===== src/rtl/ctl_useq_pkg.sv =====
// Shared encodings for the microprogram sequencer: states, uaddr mode codes,
// and field widths.
package ctl_useq_pkg;
  localparam int IR_W   = 16;
  localparam int MODE_W = 2;
  localparam int OP_DEF = 6;

  typedef enum logic [2:0] {
    ST_RST   = 3'd0,
    ST_FETCH = 3'd1,
    ST_EXEC  = 3'd2,
    ST_IRQ   = 3'd3,
    ST_HALT  = 3'd4
  } state_t;

  localparam logic [MODE_W-1:0] MODE_EXEC  = 2'b00;
  localparam logic [MODE_W-1:0] MODE_FETCH = 2'b01;
  localparam logic [MODE_W-1:0] MODE_IRQ   = 2'b10;
  localparam logic [MODE_W-1:0] MODE_RST   = 2'b11;

  localparam logic [OP_DEF-1:0] HALT_OP = 6'h3F;
endpackage


===== src/rtl/ctl_upc.sv =====
// Micro-step counter: hold beats clear beats increment; o_at_max flags the
// last step so the sequencer can force an end.
module ctl_upc #(
  parameter int UPC_W = 4
) (
  input  logic             i_clk,
  input  logic             i_reset,
  input  logic             i_hold,
  input  logic             i_clr,
  output logic [UPC_W-1:0] o_upc,
  output logic             o_at_max
);
  logic [UPC_W-1:0] r_upc;

  always_ff @(posedge i_clk) begin
    if (i_reset)      r_upc <= '0;
    else if (i_hold)  r_upc <= r_upc;
    else if (i_clr)   r_upc <= '0;
    else              r_upc <= r_upc + 1'b1;
  end

  assign o_upc    = r_upc;
  assign o_at_max = &r_upc;
endmodule


===== src/rtl/ctl_useq.sv =====
// Microprogram sequencer: maps registered state/opcode/micro-step onto the
// microcode ROM address and walks reset, fetch, execute, interrupt and halt.
module ctl_useq
  import ctl_useq_pkg::*;
#(
  parameter int UPC_W   = 4,
  parameter int OP_LSB  = 10,
  parameter int UADDR_W = 12
) (
  input  logic               i_clk,
  input  logic               i_reset,
  input  logic [IR_W-1:0]    i_ir,
  input  logic               i_uend,
  input  logic               i_wait,
  input  logic               i_irq_req,
  input  logic               i_irq_en,
  input  logic               i_halt_req,
  input  logic               i_step,
  output logic [UADDR_W-1:0] o_uaddr,
  output logic [UPC_W-1:0]   o_upc,
  output logic [2:0]         o_state,
  output logic               o_irq_ack,
  output logic               o_halted,
  output logic               o_uerr
);
  localparam int OP_W = IR_W - OP_LSB;

  state_t          r_state;
  logic [OP_W-1:0] r_op_q;
  logic            r_step_pend;
  logic            r_irq_ack;
  logic            r_uerr;
  logic            w_at_max;
  logic            w_end;
  logic            w_in_halt;
  logic            w_unused_ir;

  assign w_unused_ir = ^i_ir[OP_LSB-1:0];
  assign w_in_halt   = (r_state == ST_HALT);
  // HALT ignores uend and never reaches at-max, so no end is raised there.
  assign w_end       = !w_in_halt && (i_uend || w_at_max);

  ctl_upc #(.UPC_W(UPC_W)) u_upc (
    .i_clk    (i_clk),
    .i_reset  (i_reset),
    .i_hold   (i_wait),
    .i_clr    (w_end || w_in_halt),
    .o_upc    (o_upc),
    .o_at_max (w_at_max)
  );

  always_ff @(posedge i_clk) begin
    if (i_reset) begin
      r_state     <= ST_RST;
      r_op_q      <= '0;
      r_step_pend <= 1'b0;
      r_irq_ack   <= 1'b0;
      r_uerr      <= 1'b0;
    end else begin
      r_irq_ack <= 1'b0;
      if (!i_wait) begin
        if (w_end && w_at_max && !i_uend) r_uerr <= 1'b1;
        case (r_state)
          ST_RST:   if (w_end) r_state <= ST_FETCH;
          ST_FETCH: if (w_end) begin
            r_state <= ST_EXEC;
            r_op_q  <= i_ir[IR_W-1:OP_LSB];
          end
          ST_EXEC:  if (w_end) begin
            if (i_irq_req && i_irq_en) begin
              r_state   <= ST_IRQ;
              r_irq_ack <= 1'b1;
            end else if (i_halt_req || r_step_pend) begin
              r_state     <= ST_HALT;
              r_step_pend <= 1'b0;
            end else begin
              r_state <= ST_FETCH;
            end
          end
          ST_IRQ:   if (w_end) r_state <= ST_FETCH;
          ST_HALT:  if (i_step) begin
            r_state     <= ST_FETCH;
            r_step_pend <= 1'b1;
          end else if (!i_halt_req) begin
            r_state <= ST_FETCH;
          end
          default:  r_state <= ST_RST;
        endcase
      end
    end
  end

  always_comb begin
    o_uaddr = '0;
    case (r_state)
      ST_RST:   o_uaddr = {MODE_RST,   {OP_W{1'b0}}, o_upc};
      ST_FETCH: o_uaddr = {MODE_FETCH, {OP_W{1'b0}}, o_upc};
      ST_EXEC:  o_uaddr = {MODE_EXEC,  r_op_q,       o_upc};
      ST_IRQ:   o_uaddr = {MODE_IRQ,   {OP_W{1'b0}}, o_upc};
      ST_HALT:  o_uaddr = {MODE_IRQ,   OP_W'(HALT_OP), {UPC_W{1'b0}}};
      default:  o_uaddr = '0;
    endcase
  end

  assign o_state   = r_state;
  assign o_irq_ack = r_irq_ack;
  assign o_halted  = w_in_halt;
  assign o_uerr    = r_uerr;
endmodule


===== config.mk =====
export PLATFORM = sky130hd
export DESIGN_NAME = ctl_useq
export DESIGN_NICKNAME = d
export VERILOG_FILES = /design/src/rtl/ctl_useq_pkg.sv /design/src/rtl/ctl_upc.sv /design/src/rtl/ctl_useq.sv
export SDC_FILE = /design/constraint.sdc
export NUM_CORES = 1
export LEC_CHECK = 0
export CORE_ASPECT_RATIO = 1.5
export CORE_MARGIN = 1
export CORE_UTILIZATION = 25
export CTS_CLUSTER_SIZE = 30
export DETAILED_ROUTE_END_ITERATION = 10
export PLACE_DENSITY = 0.6
export RECOVER_POWER = 25
export SLEW_MARGIN = 20
export SYNTH_ARGS = -nofsm -noshare
export SYNTH_HDL_FRONTEND = slang
export SYNTH_SLANG_ARGS = --single-unit

===== constraint.sdc =====
create_clock -name i_clk -period 2.1 [get_ports i_clk]
set_clock_uncertainty 0.2 [all_clocks]
set_input_delay 0.63 -clock i_clk [delete_from_list [all_inputs] [get_ports i_clk]]
set_output_delay 0.63 -clock i_clk [all_outputs]
set_load 0.1 [all_outputs]

# Yosys cells after proc, flatten, opt, wreduce, memory -nomap -nowiden
# Index checks and enable logic that the tools add are counted.
# totals
out_inout_bits,22
regBits,16
# op_classes
n_eq_ne,11
n_reduce_logical,18
addsub,1
bitwise,3
mux,16
# op_table
cell,n
$pmux 12 s5,1
$mux 3,7
$pmux 3 s4,1
$ne 2x2->1 const B,5
$eq 3x2->1 const B,2
$reduce_and 6->1,1
$mux 1,5
$reduce_and 5->1,1
$add 4x1->4 const B,1
$logic_and 1x1->1,4
$mux 4,1
$reduce_and 4->1,1
$reduce_or 4->1,1
$eq 3x1->1 const B,1
$eq 3x3->1 const B,1
$logic_not 3->1,1
$logic_or 1x1->1,3
$ne 3x3->1 const B,1
$not 1->1,3
$reduce_and 3->1,1
$logic_not 1->1,2
$ne 2x1->1 const B,1
$pmux 1 s2,1
$reduce_and 2->1,1
other kinds (2),2

# Logic depth before layout (Yosys ltp)
# Gate-level depths: netlist of run 1.
# depth
depth_word,6
depth_mapped,6

# By module
# A second synthesis of run 1 with hierarchy kept.
# hier_totals
hier_cells,95
hier_area_um2,877.1
# by_module_without_submodules
module,instances,seq_area_each_um2,cells_per_inst,area_each_um2
ctl_useq,1,240.2,74,695.7
ctl_upc,1,80.1,21,181.4

# Worst setup path after synthesis of run 1
# OpenSTA, ideal clock, no wires.
# synth_path
path_type,register to output
startpoint,reg r_state[0] (netlist: o_state[0])
endpoint,out o_uaddr[11]
setup_slack_ns,-1.852
path_buffers,1
required_time_ns,1.270
arrival_ns,3.122
stages_incl_launch_ff,3
cell_sequence,dfxtp_1 > buf_2 > o21ai_0
# synth_between
elab_chain_len,2
elab_cells_between_ends,6
cone_classes,4 x eq/ne; 1 x mux; 1 x reduce/logical
# synth_lines
item,line_no,text
from (decl),ctl_useq.sv:28,state_t r_state;
from (signal assigned),ctl_useq.sv:54,r_state <= ST_RST;
from (signal assigned),ctl_useq.sv:64,ST_RST: if (w_end) r_state <= ST_FETCH;
from (signal assigned),ctl_useq.sv:66,r_state <= ST_EXEC;
"$eq 3x3->1, or another cell as far along",ctl_useq.sv:95,case (r_state)
$pmux 12 s5 *,ctl_useq.sv:95,
to (decl),ctl_useq.sv:19,"output logic [UADDR_W-1:0] o_uaddr,"
# Every way passes the cells marked *; elsewhere a longest branch is shown, timed or not.

# Final worst setup path of run 1
# layout_path
startpoint,reg r_state[2] (netlist: o_state[2])
endpoint,out o_uaddr[5]
# The elaborated chain is that of the path after synthesis.

==> results.md, run 1 <==
- Failing checks: setup timing
- Flop pwr share: 39.7%
- Synth top area cells: dfxtp_1 (36%), a21oi_1 (6.8%), mux2i_1 (6.8%)
- Status: finished with violations
- Final setup viols: 8
- # IOs: 46
- Required time of the critical path: 1270 ps
- Synthesis-to-layout area growth: 96.77%
- CTS root buf: clkbuf_8
- Fmax: 459.4 MHz
- Static Leak: 0.6988 nW
- Syn Area/Cell: 8.237 µm²
- Most common cell in the netlist: dfxtp_1
- Final Instance Area: 1750 µm²
- First-pass GRT wire length: 4319 µm
- Die area: 3806 µm²
- Setup TNS: -441.2 ps
- Clock share of power: 34.7%
- Max-slew violations: 0
- Max-Cap Viols: 0
- PortBufs: 35
- Vias in the first global route: 972
- Clock sinks: 16
- Comb pwr share: 25.7%
- Num CTS Buffers: 3
- Dominant cell type by area after synthesis: dfxtp_1
- Switching power: 0.2385 mW
- Async SR Flop Fraction: 0%
- Residual DRC count: 0
- Antenna diode count: 0
- Worst skew pair latency: 250 ps
- Routed length per instance: 13.43 µm
- Crit Path Max Fanout: 8
- Via count: 939
- Detail Route Antenna Nets: 0
- Setup crit end kind: primary output
- VDD IR-drop max: 0.3493 mV
- First-iteration detailed-routing DRC count: 24
- Post-synth EDFFs: 0
- CTS tree: done
- Starting density of the core: 26.04%
- Sw Ratio: 29.65%
- Clock transition at path regs: 70 ps
- Hold Crit Class: register to register
- Seq/Total Area, Yosys: 36.01%
- Setup crit start kind: register
- Worst-Margin Slew: 543.1 ps
- Placed standard-cell area: 1699 µm²
- # nets final: 181
- Int Pwr: 0.5659 mW
- Final min period: 2177 ps
- Post-Syn Area: 889.6 µm²
- Core area: 3416 µm²
- Ranking of synthesized cells by instance count: dfxtp_1 (16), nand2_1 (14), nor2_1 (13), a21oi_1 (12)
- Power per cell area: 459.5 nW/µm²
- Pin count of the biggest net entering global routing: 13
- Final setup margin: -76.78 ps
- Hpwl dp: 2077 µm
- Final period utilization: 103.7%
- Filler cells: 321
- Hold_ws: 285.7 ps
- Post-Synthesis Cells: 108
- Htree depth: 1
- Ys Warns: 0
- Grt total ovfl: 0
- Share of layout cells above drive strength 1: 41.94%
- Slew margin rel.: 63.95%
- Tot GR Track Use: 15.26%
- Final Wtd Congestion: 0.7508
- FF+latch count, synth: 16
- Fin. Hold Viols: 0
- Routed WL: 2646 µm
- Synthesized net count: 133
- Vias per inst: 4.766
- Kind of critical path: register to primary output
- Die width: 50.71 µm
- RSZ-0062 raised after global routing: true
- Std cell rows: 26
- Die height: 75.06 µm
- Post-synth cell types: 33
- DRT Pass-1 Iters: 4
- Ys flop type: dfxtp_1
- Clock buffer depth: 2
- Area share of the largest cell type after synthesis: 36.01%
- Critical Path AT: 1350 ps
- Initial antenna violation count: 0
==> cell type report <==
cell class	count	area [µm²]	share of cell area (%)
inverters	2	7.507	0.4289
flip-flops and latches	16	330.3	18.87
repair buffers	51	685.7	39.17
multi-input cells	82	619.3	35.38
clock buffers	4	55.05	3.145
well taps	42	52.55	3.002
==> cell families after synthesis <==
kind of cell    count (synthesis)  synth area share [%]
xor+xnor                        1                0.9847
mux                             6                 6.751
flops                          16                 36.01
compound gates                 23                 17.16
fa+ha+maj                       1                 1.406
simple gates                   51                 31.37
buf+inv                        10                 6.329
==> critical path, stage by stage, from the launching register on <==
cell	delay [ps]
dfxtp_4	340
and2b_4	300
nand2_2	90
a21oi_4	170
buf_12	190
==> routing by layer <==
layer	global-route usage [%]	routed length, µm
met5	0	0
met2	30.37	1443
met1	15.38	1064
met3	2.424	97
met4	6.481	42
==> state kept, by name, indices dropped and copies added (netlist names) <==
register,cells
o_state,3
r_op_q,6
o_irq_ack,1
o_uerr,1
r_step_pend,1
u_upc.o_upc,4
==> stage by stage <==
step,std cells,power (mW),util (%),setup slack [ps]
global placement,189,0.5280,49.74,-62.30
global route,197,0.8351,51.25,-117.4
detailed placement,189,0.5305,49.74,-105.8
finish,197,0.8044,51.25,-76.78
floorplan,108,0.4374,-,-371.3
CTS,197,0.8112,52.38,-77.13
==> worst paths after layout <==
kind | slack [ps] | cells past startpoint | start | endpoint
worst max-delay path | -80 | 4 | o_state[2] | o_uaddr[5]
worst min-delay path | 290 | 2 | o_uerr | o_uerr
worst max register to register | 230 | 6 | u_upc.o_upc[0] | r_op_q[1]
worst min register to register | 290 | 2 | o_uerr | o_uerr
==> power groups by stage <==
stage	combinational, mW	sequential (mW)	clock [mW]
floorplan	0.0897	0.348	0
global placement	0.201	0.327	0
detailed placement	0.203	0.327	0
CTS	0.208	0.320	0.283
global route	0.215	0.320	0.300
finish	0.206	0.319	0.279
==> repair_timing <==
| item | in CTS | in global routing |
|---|---|---|
| gates cloned | 0 | 0 |
| setup buffers | 4 | 0 |
| hold buffers | 0 | 0 |
| pin swaps | 1 | 0 |
| endpoints found under the setup margin | 8 | 8 |
| resized for setup | 3 | 0 |
==> placed cells by master, fill, tap and decap left out, types with 2 or more instances in the layout <==
master,count
nor3_1,5
clkdlybuf4s50_1,12
clkbuf_8,4
nor2_1,12
buf_4,14
dfxtp_2,2
buf_12,22
dfxtp_4,2
and2b_2,4
a21oi_4,6
dfxtp_1,12
clkbuf_2,2
inv_1,2
nand2_1,13
a21oi_1,6
mux2i_1,6
nand3b_1,4
Note: power is estimated with default switching activity, not from simulation.
==> run 2: changes to the inputs <==
Settings changed: ABC_CLOCK_PERIOD_IN_PS set to 2100, GPL_TIMING_DRIVEN set to 0.
==> results.md, run 2 (synthesis results as in run 1) <==
- Die height: 75.06 µm
- CTS root buf: clkbuf_8
- Final Wtd Congestion: 0.7434
- Hold Crit Class: register to register
- Slowest CP cell: dlygate4sd2_1
- Critical Path AT: 1480 ps
- # nets final: 179
- Placed standard-cell area: 1409 µm²
- CP delay by family, top: buffers and inverters
- Failing checks: setup timing
- Detail Route Antenna Nets: 0
- Clock transition at path regs: 70 ps
- First-iteration detailed-routing DRC count: 25
- Pin count of the biggest net entering global routing: 11
- Hold_ws: 291.6 ps
- Final period utilization: 110.0%
- Final min period: 2311 ps
- CP Buf/Inv Count: 1
- # IOs: 46
- Core area: 3416 µm²
- Setup crit end kind: primary output
- Slew margin rel.: 36.66%
- Final cell count without fillers: 195
- Worst skew pair latency: 250 ps
- Routed length per instance: 14.37 µm
- Worst-Margin Slew: 953.8 ps
- Final setup viols: 12
- DRT Pass-1 Iters: 4
- Commonest non-fill, non-tap cells in the layout: nand2_1 (13), nor2_1 (12), buf_12 (11), clkdlybuf4s50_1 (10), dfxtp_1 (10)
- Grt total ovfl: 0
- Die area: 3806 µm²
- Share of layout cells above drive strength 1: 39.87%
- Hpwl dp: 2025 µm
- Required time of the critical path: 1270 ps
- Power per cell area: 474.1 nW/µm²
- Crit path largest cell delay: 860 ps
- Crit Path Max Fanout: 5
- Vias per inst: 4.964
- Antenna diode count: 0
- Static Leak: 0.6677 nW
- Vias in the first global route: 991
- Starting density of the core: 26.04%
- Commonest non-fill, non-tap cell in the layout: nand2_1
- Worst-path cell chain: dlygate4sd2_1
- PortBufs: 34
- Synthesis-to-layout area growth: 84.39%
- Tot GR Track Use: 15.33%
- Clock sinks: 16
- Htree depth: 1
- Clock buffer depth: 2
- Filler cells: 345
- CTS tree: done
- Largest register FFs: 6
- Status: finished with violations
- Max-Cap Viols: 0
- Hold buffers post-CTS: 0
- RSZ-0062 raised after global routing: true
- Fin. Hold Viols: 0
- Top reg by flops: r_op_q
- Final setup margin: -210.6 ps
- Initial antenna violation count: 0
- First-pass GRT wire length: 4402 µm
- Routed WL: 2803 µm
- Setup crit start kind: register
- Kind of critical path: register to primary output
- Post-Place Cells: 184
- Std cell rows: 26
- Max-slew violations: 0
- Num CTS Buffers: 3
- Residual DRC count: 0
- Final Instance Area: 1640 µm²
- Die width: 50.71 µm
- Fmax: 432.8 MHz
- VDD IR-drop max: 0.3817 mV
- Via count: 968
-- run 2: cell count changes in the layout (fill, tap and decap cells not counted), moves of 3 or more --
cell / before / now
buf_6: 0 / 3
buf_4: 14 / 8
clkdlybuf4s15_2: 0 / 6
buf_2: 0 / 3
buf_12: 22 / 11
-- run 2: worst paths after layout --
check,from,end,slack [ps],cells past startpoint
max reg2reg,u_upc.o_upc[0],r_op_q[2],280,6
max,o_state[2],o_state[2],-210,1
min reg2reg,o_uerr,o_uerr,290,2
min,o_uerr,o_uerr,290,2
-- run 2: repair_timing --
item,CTS,global route
gates cloned,0,0
buffers inserted,5,2
setup endpoints to repair,28,12
gates resized for setup,129,19
pin swaps,7,6
-- run 2: layout make-up --
cell class	instances	area (µm²)	area share [%]
Buffer	8	68.82	4.195
Clock buffer	4	55.05	3.356
Inverter	2	7.507	0.4577
Multi-Input combinational cell	82	616.8	37.60
Sequential cell	16	332.8	20.29
Tap cell	42	52.55	3.204
Timing Repair Buffer	41	506.7	30.89
-- run 2: power breakdown --
group,total [mW],switching (mW),internal (mW)
combinational,0.187,0.117,0.0701
clock,0.276,0.109,0.166
sequential,0.315,0.00763,0.308
-- run 2: metal layers --
| layer | GRT usage, % | wire [µm] |
|---|---|---|
| met5 | 0 | 0 |
| met4 | 5.556 | 40 |
| met3 | 2.020 | 136 |
| met2 | 30.52 | 1557 |
| met1 | 16.06 | 1068 |
-- run 2: stage by stage --
stage          worst slack (ps)  util (%)  total power [mW]  setup TNS [ps]
2_1_floorplan            -371.3         -            0.4374           -3821
3_3_place_gp             -894.6     41.25            0.4912          -13080
3_5_place_dp             -917.1     41.25            0.4940          -13450
4_1_cts                  -217.5     46.34            0.7760           -1529
5_1_grt                  -241.1     48.02            0.8045           -1850
6_report                 -210.6     48.02            0.7777           -1431
==> run 3: changes to the inputs <==
Settings changed: GPL_TIMING_DRIVEN 0 to 1.
==> results of run 3 <==
Same layout as run 1: the final DEF is identical, and so are final timing and power.
